### config.mk
export PLATFORM = sky130hd
export DESIGN_NAME = uart_tx_arbiter
export DESIGN_NICKNAME = d
export VERILOG_FILES = /design/src/rtl/uart_tx_arbiter.sv
export SDC_FILE = /design/constraint.sdc
export NUM_CORES = 1
export LEC_CHECK = 0
export BUFFER_PORTS_ARGS = -buffer_cell sky130_fd_sc_hd__buf_2
export CORE_MARGIN = 5
export CORE_UTILIZATION = 44
export DETAILED_ROUTE_END_ITERATION = 6
export HOLD_SLACK_MARGIN = 0.1
export PLACE_DENSITY = 0.86
export SLEW_MARGIN = 5
export SYNTH_ARGS = -nofsm -noshare
export SYNTH_HDL_FRONTEND = slang
export SYNTH_SLANG_ARGS = --single-unit
### constraint.sdc
create_clock -name clk_i -period 1.3 [get_ports clk_i]
set_input_delay 0.26 -clock clk_i [delete_from_list [all_inputs] [get_ports clk_i]]
set_output_delay 0.26 -clock clk_i [all_outputs]
set_load 0.02 [all_outputs]
### src/rtl/uart_tx_arbiter.sv
// -----------------------------------------------------------------------------
// uart_tx_arbiter
//
// Round-robin arbiter that shares one UART transmitter between several byte
// sources. A winning byte is latched, the transmitter is started with a
// one-cycle strobe, the arbiter waits for the transmitter's done pulse and
// then holds off for GAP_TICKS idle cycles before arbitrating again.
//
// Ports:
//   clk_i        system clock
//   reset_i      asynchronous, active-high reset
//   req_valid_i  per-requester byte-available flag
//   req_data_i   packed bytes, requester k at [k*WORD_BITS +: WORD_BITS]
//   req_ready_o  one-cycle accept pulse to the granted requester
//   grant_o      one-hot owner of the transmitter, zero when idle
//   tx_start_o   one-cycle start strobe to uart_tx
//   tx_data_o    byte for uart_tx, stable from start until done
//   tx_done_i    one-cycle completion pulse from uart_tx
//   busy_o       high whenever the arbiter is not idle
// -----------------------------------------------------------------------------
module uart_tx_arbiter #(
    parameter int NUM_REQ   = 2,
    parameter int WORD_BITS = 8,
    parameter int GAP_TICKS = 16
) (
    input  logic                         clk_i,
    input  logic                         reset_i,
    input  logic [NUM_REQ-1:0]           req_valid_i,
    input  logic [NUM_REQ*WORD_BITS-1:0] req_data_i,
    output logic [NUM_REQ-1:0]           req_ready_o,
    output logic [NUM_REQ-1:0]           grant_o,
    output logic                         tx_start_o,
    output logic [WORD_BITS-1:0]         tx_data_o,
    input  logic                         tx_done_i,
    output logic                         busy_o
);

    localparam int PTR_W = (NUM_REQ > 1) ? $clog2(NUM_REQ) : 1;
    localparam int CNT_W = (GAP_TICKS > 0) ? $clog2(GAP_TICKS + 1) : 1;

    typedef enum logic [1:0] {
        ST_IDLE      = 2'd0,
        ST_START     = 2'd1,
        ST_WAIT_DONE = 2'd2,
        ST_GAP       = 2'd3
    } state_t;

    // Registered state and outputs
    state_t                 r_state;
    logic [PTR_W-1:0]       r_ptr;
    logic [CNT_W-1:0]       r_cnt;
    logic [NUM_REQ-1:0]     r_grant;
    logic [NUM_REQ-1:0]     r_ready;
    logic                   r_tx_start;
    logic [WORD_BITS-1:0]   r_tx_data;
    logic                   r_busy;

    // Next-state values
    state_t                 w_state_nxt;
    logic [PTR_W-1:0]       w_ptr_nxt;
    logic [CNT_W-1:0]       w_cnt_nxt;
    logic [NUM_REQ-1:0]     w_grant_nxt;
    logic [NUM_REQ-1:0]     w_ready_nxt;
    logic                   w_tx_start_nxt;
    logic [WORD_BITS-1:0]   w_tx_data_nxt;
    logic                   w_busy_nxt;

    // Arbitration result
    logic [PTR_W:0]         w_pick;
    logic                   w_found;
    logic [PTR_W-1:0]       w_win;
    logic [NUM_REQ-1:0]     w_onehot;

    // First set valid bit scanning upward from ptr with wrap-around.
    // Returns {found, index}.
    function automatic logic [PTR_W:0] rr_pick(
        input logic [NUM_REQ-1:0] valid,
        input logic [PTR_W-1:0]   ptr
    );
        logic [PTR_W:0]   v_res;
        logic [PTR_W-1:0] v_pos;
        int unsigned      v_idx;
        v_res = '0;
        for (int i = 0; i < NUM_REQ; i++) begin
            v_idx = (32'(ptr) + 32'(i)) % 32'(NUM_REQ);
            v_pos = v_idx[PTR_W-1:0];
            v_res = (!v_res[PTR_W] && valid[v_pos]) ? {1'b1, v_pos} : v_res;
        end
        return v_res;
    endfunction

    // Round-robin winner selection and its one-hot form
    always_comb begin
        w_pick          = rr_pick(req_valid_i, r_ptr);
        w_found         = w_pick[PTR_W];
        w_win           = w_pick[PTR_W-1:0];
        w_onehot        = '0;
        w_onehot[w_win] = 1'b1;
    end

    // Next-state and next-output logic
    always_comb begin
        w_state_nxt    = r_state;
        w_ptr_nxt      = r_ptr;
        w_cnt_nxt      = r_cnt;
        w_grant_nxt    = r_grant;
        w_ready_nxt    = '0;
        w_tx_start_nxt = 1'b0;
        w_tx_data_nxt  = r_tx_data;

        case (r_state)
            ST_IDLE: begin
                if (w_found) begin
                    w_tx_data_nxt  = req_data_i[w_win*WORD_BITS +: WORD_BITS];
                    w_grant_nxt    = w_onehot;
                    w_ready_nxt    = w_onehot;
                    w_tx_start_nxt = 1'b1;
                    w_ptr_nxt      = (w_win == PTR_W'(NUM_REQ - 1)) ? '0 : w_win + PTR_W'(1);
                    w_state_nxt    = ST_START;
                end else begin
                    w_grant_nxt    = '0;
                end
            end
            // Strobe cycle: valid and done are deliberately not looked at here
            ST_START: begin
                w_state_nxt = ST_WAIT_DONE;
            end
            ST_WAIT_DONE: begin
                if (tx_done_i) begin
                    if (GAP_TICKS == 0) begin
                        w_grant_nxt = '0;
                        w_state_nxt = ST_IDLE;
                    end else begin
                        w_cnt_nxt   = CNT_W'(GAP_TICKS);
                        w_state_nxt = ST_GAP;
                    end
                end else begin
                    w_state_nxt = ST_WAIT_DONE;
                end
            end
            // Leaving on the count of 1 makes the gap exactly GAP_TICKS cycles
            ST_GAP: begin
                if (r_cnt <= CNT_W'(1)) begin
                    w_grant_nxt = '0;
                    w_state_nxt = ST_IDLE;
                end else begin
                    w_cnt_nxt   = r_cnt - CNT_W'(1);
                end
            end
            default: begin
                w_grant_nxt = '0;
                w_state_nxt = ST_IDLE;
            end
        endcase

        w_busy_nxt = (w_state_nxt != ST_IDLE);
    end

    // State, pointer, counter and registered outputs
    always_ff @(posedge clk_i or posedge reset_i) begin
        if (reset_i) begin
            r_state    <= ST_IDLE;
            r_ptr      <= '0;
            r_cnt      <= '0;
            r_grant    <= '0;
            r_ready    <= '0;
            r_tx_start <= 1'b0;
            r_tx_data  <= '0;
            r_busy     <= 1'b0;
        end else begin
            r_state    <= w_state_nxt;
            r_ptr      <= w_ptr_nxt;
            r_cnt      <= w_cnt_nxt;
            r_grant    <= w_grant_nxt;
            r_ready    <= w_ready_nxt;
            r_tx_start <= w_tx_start_nxt;
            r_tx_data  <= w_tx_data_nxt;
            r_busy     <= w_busy_nxt;
        end
    end

    assign req_ready_o = r_ready;
    assign grant_o     = r_grant;
    assign tx_start_o  = r_tx_start;
    assign tx_data_o   = r_tx_data;
    assign busy_o      = r_busy;

endmodule

* After elaboration in Yosys (flattened, before gate mapping) *
Index checks and enable logic that the tools add are counted.

word-level totals
  output and inout port bits = 14
  logic and storage cells = 55
  input bits = 21
  register bits = 22

cells by class
  add/subtract/negate cells = 3
  multiplexer cells = 22
  shift-type cells = 1
  $lt $le $gt $ge = 5
  equality and inequality tests = 6
  reductions and logical operators = 10

operators with widths
  operator                                                                           count
  16-bit by 5-bit indexed part select with 8-bit output                              1
  2-bit two-way mux                                                                  7
  5-bit two-way mux                                                                  2
  5-bit one-hot mux with 2 select lines                                              1
  1-bit two-way mux                                                                  9
  2-bit one-hot mux with 4 select lines                                              1
  1-bit by 2-bit < comparator with 1-bit output (second input constant)              3
  2-bit != test (second input constant)                                              3
  2-bit nonzero test                                                                 3
  5-bit by 1-bit less-or-equal comparator with 1-bit output (second input constant)  1
  5-bit by 1-bit subtractor with 5-bit output (second input constant)                1
  2-bit equality test (second input constant)                                        2
  2-bit one-hot mux with 2 select lines                                              1
  2-bit AND reduction                                                                2
  3-bit AND reduction                                                                1
  1-bit adder (second input constant)                                                2
  2-bit by 1-bit equality test with 1-bit output (second input constant)             1
  1-bit logical AND                                                                  2
  2-bit logical NOT                                                                  1
  1-bit demux with 1-bit select                                                      1
  1-bit greater-or-equal comparator (second input constant)                          1
  1-bit logical NOT                                                                  1

* Depth between registers and ports, before layout *
  depth after elaboration = 12
  mapped depth = 6
  mapped depth without buffers = 6

* Least setup slack after synthesis *
Ideal clock, no wire load.

  path kind = flip-flop to flip-flop
  start point = register r_cnt[1]
  end point = register r_cnt[4]
  clock period less this slack = 1.348 ns
  buffers on the path = 0
  required time = 1.225 ns
  setup time = 0.075 ns
  stages on the path, launching flop included = 6
  arrival time = 1.273 ns
  path slack = -0.048 ns
  path through = dfrtp_1 inv_1 ha_1 o21a_4 o31a_1 a21oi_2

between the ends
  cells in the longest elaborated chain, start to end = 3
  elaborated cells between the ends (all ways) = 6
  classes of those cells = 1 x add/sub; 1 x order compare; 1 x eq/ne; 2 x mux; 1 x reduce/logical

ends and longest elaborated chain
  item                                                                                                                             line      text
  start, declared                                                                                                                  51        logic [CNT_W-1:0] r_cnt;
  start signal, assigned                                                                                                           173       r_cnt <= w_cnt_nxt;
  5-bit by 1-bit subtractor with 5-bit output / 5-bit by 1-bit less-or-equal comparator with 1-bit output (equally long branches)  147, 143
  5-bit two-way mux / 2-bit != test (equally long branches)                                                                        -
  5-bit one-hot mux with 2 select lines / 3-bit AND reduction (equally long branches)                                              -

Parallel ways exist; a longest one is shown, timed or not. The select of a mux whose other input is x is not followed.
A chain may end at the register's enable or synchronous reset.

* Worst setup path after layout *
Ends and elaborated chain as after synthesis.

==> metrics list <==
* Outcome: finished with violations
- The checks that failed: negative setup slack.
- The share of total power dissipated in combinational logic is 0.499.
* Max incr delay on CP: 0.42 ns
* Setup repair after global routing missed its margin: true
* Highest net fanout along the worst path: 2
* Layout cells sized above 1: 0.473
- In this run the vertical extent of the chip is 58.8 um.
- Number of rows created at floorplan: 17
- Launch point of the critical path: r_cnt[1]
* Flip-flop and latch area: about 550 um^2
- Maximum clock insertion buffer count: 2
- Among all cell types in the netlist, the one instantiated most often is dfrtp_1.
- Starting density of the core: 0.469
- Worst EP required: 1.55 ns
* Clock slew seen by the registers of the worst setup and hold paths: 0.14 ns
- Grt peak-use layer: met2
- Dominant register cell in the synthesized netlist: dfrtp_1
- Die ar.: 3460 um^2
- The worst setup path is captured at a register.
- CTS tree: done
* Final period util: 1.01
- Summed over all layers, the global routing overflow is 0.
* Startpoint Class: register
* Critical path, cell by cell: inv_2 -> ha_2 -> nand2b_1 -> o21a_1 -> o31a_1 -> a21oi_2
* Wire length of the first global-routing pass: 4060 um
- Final number of setup-violating endpoints: 1
- Measured against its own limit, the worst slew margin works out to 0.720.
- The startpoint identified for the worst hold timing path is req_valid_i[1].
- Sequential element share of the synthesized area: 0.525
- The count of nets left with antenna violations once routing finished came out at 0.
* Mean area per synthesized cell: 10.6 um^2
- Worst setup slack after placement: -0.0673 ns
- At the later pin of the worst-skew pair, clock insertion delay measures 0.31 ns.
* Syn nets: between 100 and 150
- GR Util met2: 0.285
* #FFs+latches synth: 22
- Crit Path Category: register to register
* Met3 usage: 0.0307
* Final Skew: 0.0117 ns
- Final hold slack: around 0.18 ns
- Area of the mapped netlist: between 1000 and 1500 um^2
- After floorplanning, the core was sized to cover approximately 2200 um^2.
- The share of synthesized area in the top cell type comes to 0.525.
- The internal portion of the total power is 2.08 mW.
* Sequential share of power: 0.349
- The number of pins with negative max-slew slack in the final report came to 0.
- Part of the power in the clock network: 0.152
- For the pin with the worst max-slew slack, the measured transition is 0.418 ns.
- DP Wirelength: approximately 1900 um
- Reg2reg start: r_cnt[1]
* Power per unit of standard cell area: 2440 nW/um^2
- Number of DRC markers after the initial detailed-route iteration: 14
- Buffers placed on the I/O ports in this run total 34.
- Clock buffer count from CTS: 3
- The number of antenna violations at the first check in global routing is 0.
- Total detailed-routing wirelength: approximately 2500 um
- Measured along the x axis, the die boundary spans 58.8 um.
* Static leakage: 0.735 nW
- Hold crit path type: primary input to register
* Antenna Diode Count: 0
- Number of failing hold endpoints at the final stage: 0
* Minimum setup slack in the final design: -0.0115 ns
* Worst path arrival time: 1.57 ns
- The net count of the finished layout is 170.
- In the final routed layout, each cell accounts on average for roughly 15 um.
- Area grow syn2layout: 35.9%
- Number of filler cells placed in the layout: 181
- Largest vdd supply drop: 0.00147 V
* Warnings, synthesis: 0
* Switching share of total power: 0.401
* Post-route design area: 1430 um^2
- Vias in the first global route: 947
* Vias per Instance: 5.26
- Counting distinct cell types in the post-synthesis netlist gives 32.
- Most used standard cells in the synthesized netlist: dfrtp_1, o21ai_0, nand2_1
- By area the synthesized netlist is led by dfrtp_1, mux2i_1, o21ai_0.
- Synthesized instance count: 99
- Residual DRC: 0
* Max Cap Viol: 0
- Slack of the worst reg-to-reg path: -0.01 ns
- Achievable clock frequency: 0.762 GHz
- Met1 capacity usage during global routing: 0.164
- 35 I/O pins were placed.
* Critical-path cell with the highest stage delay: dfrtp_1
- H-tree Lvls: 1
- Area of combinational cells with multiple inputs: 483 um^2
- Largest net degree at the start of global routing: 23
- Root buffer selected by CTS: clkbuf_4
- CTS sink count: 22
- Number of detailed-routing iterations run before antenna repair: 4
- The biggest area contributor in the post-synthesis netlist is dfrtp_1.
- The routed layout has approximately 920 vias.
- Summing all placed instances gives a cell area of roughly 1300 um^2.
* Proportion of synthesized flip-flops having asynchronous set or reset: 1.00
- Number of flops mapped to enable cells by yosys: 0
* Global-route total usage across every layer: 0.151
* Final critical path time including I/O delays and setup: 1.31 ns
- Placer congestion estimate: 0.886
* Switching power: about 1.4 mW
## placed cells by master, fill, tap and decap left out, types with 2 or more instances in the layout
| master | n |
|---|---|
| o21ai_0 | 9 |
| a21oi_1 | 2 |
| nand2_1 | 13 |
| buf_4 | 13 |
| dfrtp_2 | 3 |
| ha_2 | 2 |
| nor2_1 | 2 |
| clkbuf_4 | 3 |
| mux2i_1 | 8 |
| nor2_4 | 2 |
| dfrtp_1 | 19 |
| o311ai_2 | 2 |
| nand3_1 | 2 |
| inv_1 | 5 |
| o21ai_1 | 5 |
| buf_2 | 34 |
## final cells by class
type	count	share of cell area
Clock buffer	3	0.0158
Clock inverter	1	0.0211
Inverter	6	0.0158
Sequential cell	22	0.389
Tap cell	28	0.0246
Multi-Input combinational cell	66	0.339
Timing Repair Buffer	48	0.195
## metrics by stage
stage | std cells | util | TNS [ns] | power (mW)
after global placement | 166 | 0.584 | 0 | 2.60
final | 174 | 0.638 | -0.0115 | 3.47
after CTS | 172 | 0.618 | -0.0213 | 3.29
after detailed placement | 166 | 0.584 | -0.330 | 2.72
after floorplan | 99 | - | -0.00913 | 2.18
after global routing | 174 | 0.638 | -0.250 | 3.71
## routing by layer
| metal | part of all wire | wire length [um] | vias to the layer above |
|---|---|---|---|
| li1 | - | - | 439 |
| met5 | 0 | 0 | - |
| met4 | 0.011 | 27 | 0 |
| met1 | 0.39 | 987 | 440 |
| met2 | 0.54 | 1380 | 33 |
| met3 | 0.057 | 145 | 4 |
## sequential cells by signal, indices dropped and copies added (netlist names)
register	flops
req_ready_o	2
tx_start_o	1
r_cnt	5
busy_o	1
tx_data_o	8
r_state	2
grant_o	2
r_ptr	1
## worst max-delay path: cells and delay by family, from the launching register on
kind / cells / cell delay, ns
compound gates: 3 / 0.51
flops: 1 / 0.42
fa+ha+maj: 1 / 0.18
simple gates: 1 / 0.08
buf+inv: 1 / 0.07
## power by group through the flow
stage | Sequential, mW | Combinational (mW) | Clock (mW)
6_report | 1.21 | 1.73 | 0.526
3_5_place_dp | 1.22 | 1.50 | 0
2_1_floorplan | 1.38 | 0.795 | 0
5_1_grt | 1.25 | 1.92 | 0.548
3_3_place_gp | 1.18 | 1.43 | 0
4_1_cts | 1.21 | 1.56 | 0.522
## kinds of logic (layout without fill, tap and decap cells)
| kind of cell | Yosys count | after routing | synth area share |
|---|---|---|---|
| AOI/OAI and AO/OA | 30 | 30 | 0.199 |
| DFF | 22 | 22 | 0.525 |
| adders and majority gates | 2 | 2 | 0.0239 |
| muxes | 8 | 8 | 0.0764 |
| buffers and inverters | 11 | 58 | 0.0477 |
| and+or+nand+nor | 26 | 26 | 0.128 |
## what timing repair did
item	in CTS	in global routing
hold buffers	1	0
pin swaps	3	1
setup buffers	1	2
hold endpoints to repair	22	0
setup endpoints to repair	10	14
gates cloned	0	0
resized for setup	5	10
## final timing paths
check                                 endpoint  cells after the start
worst max-delay path                  r_cnt[4]                      6
worst min-delay path            req_ready_o[0]                      2
worst max register to register        r_cnt[4]                      6
worst min register to register    tx_data_o[1]                      2
max in group asynchronous           r_state[1]                      4
min in group asynchronous             r_cnt[3]                      4
Note: power is estimated with default switching activity, not from simulation.
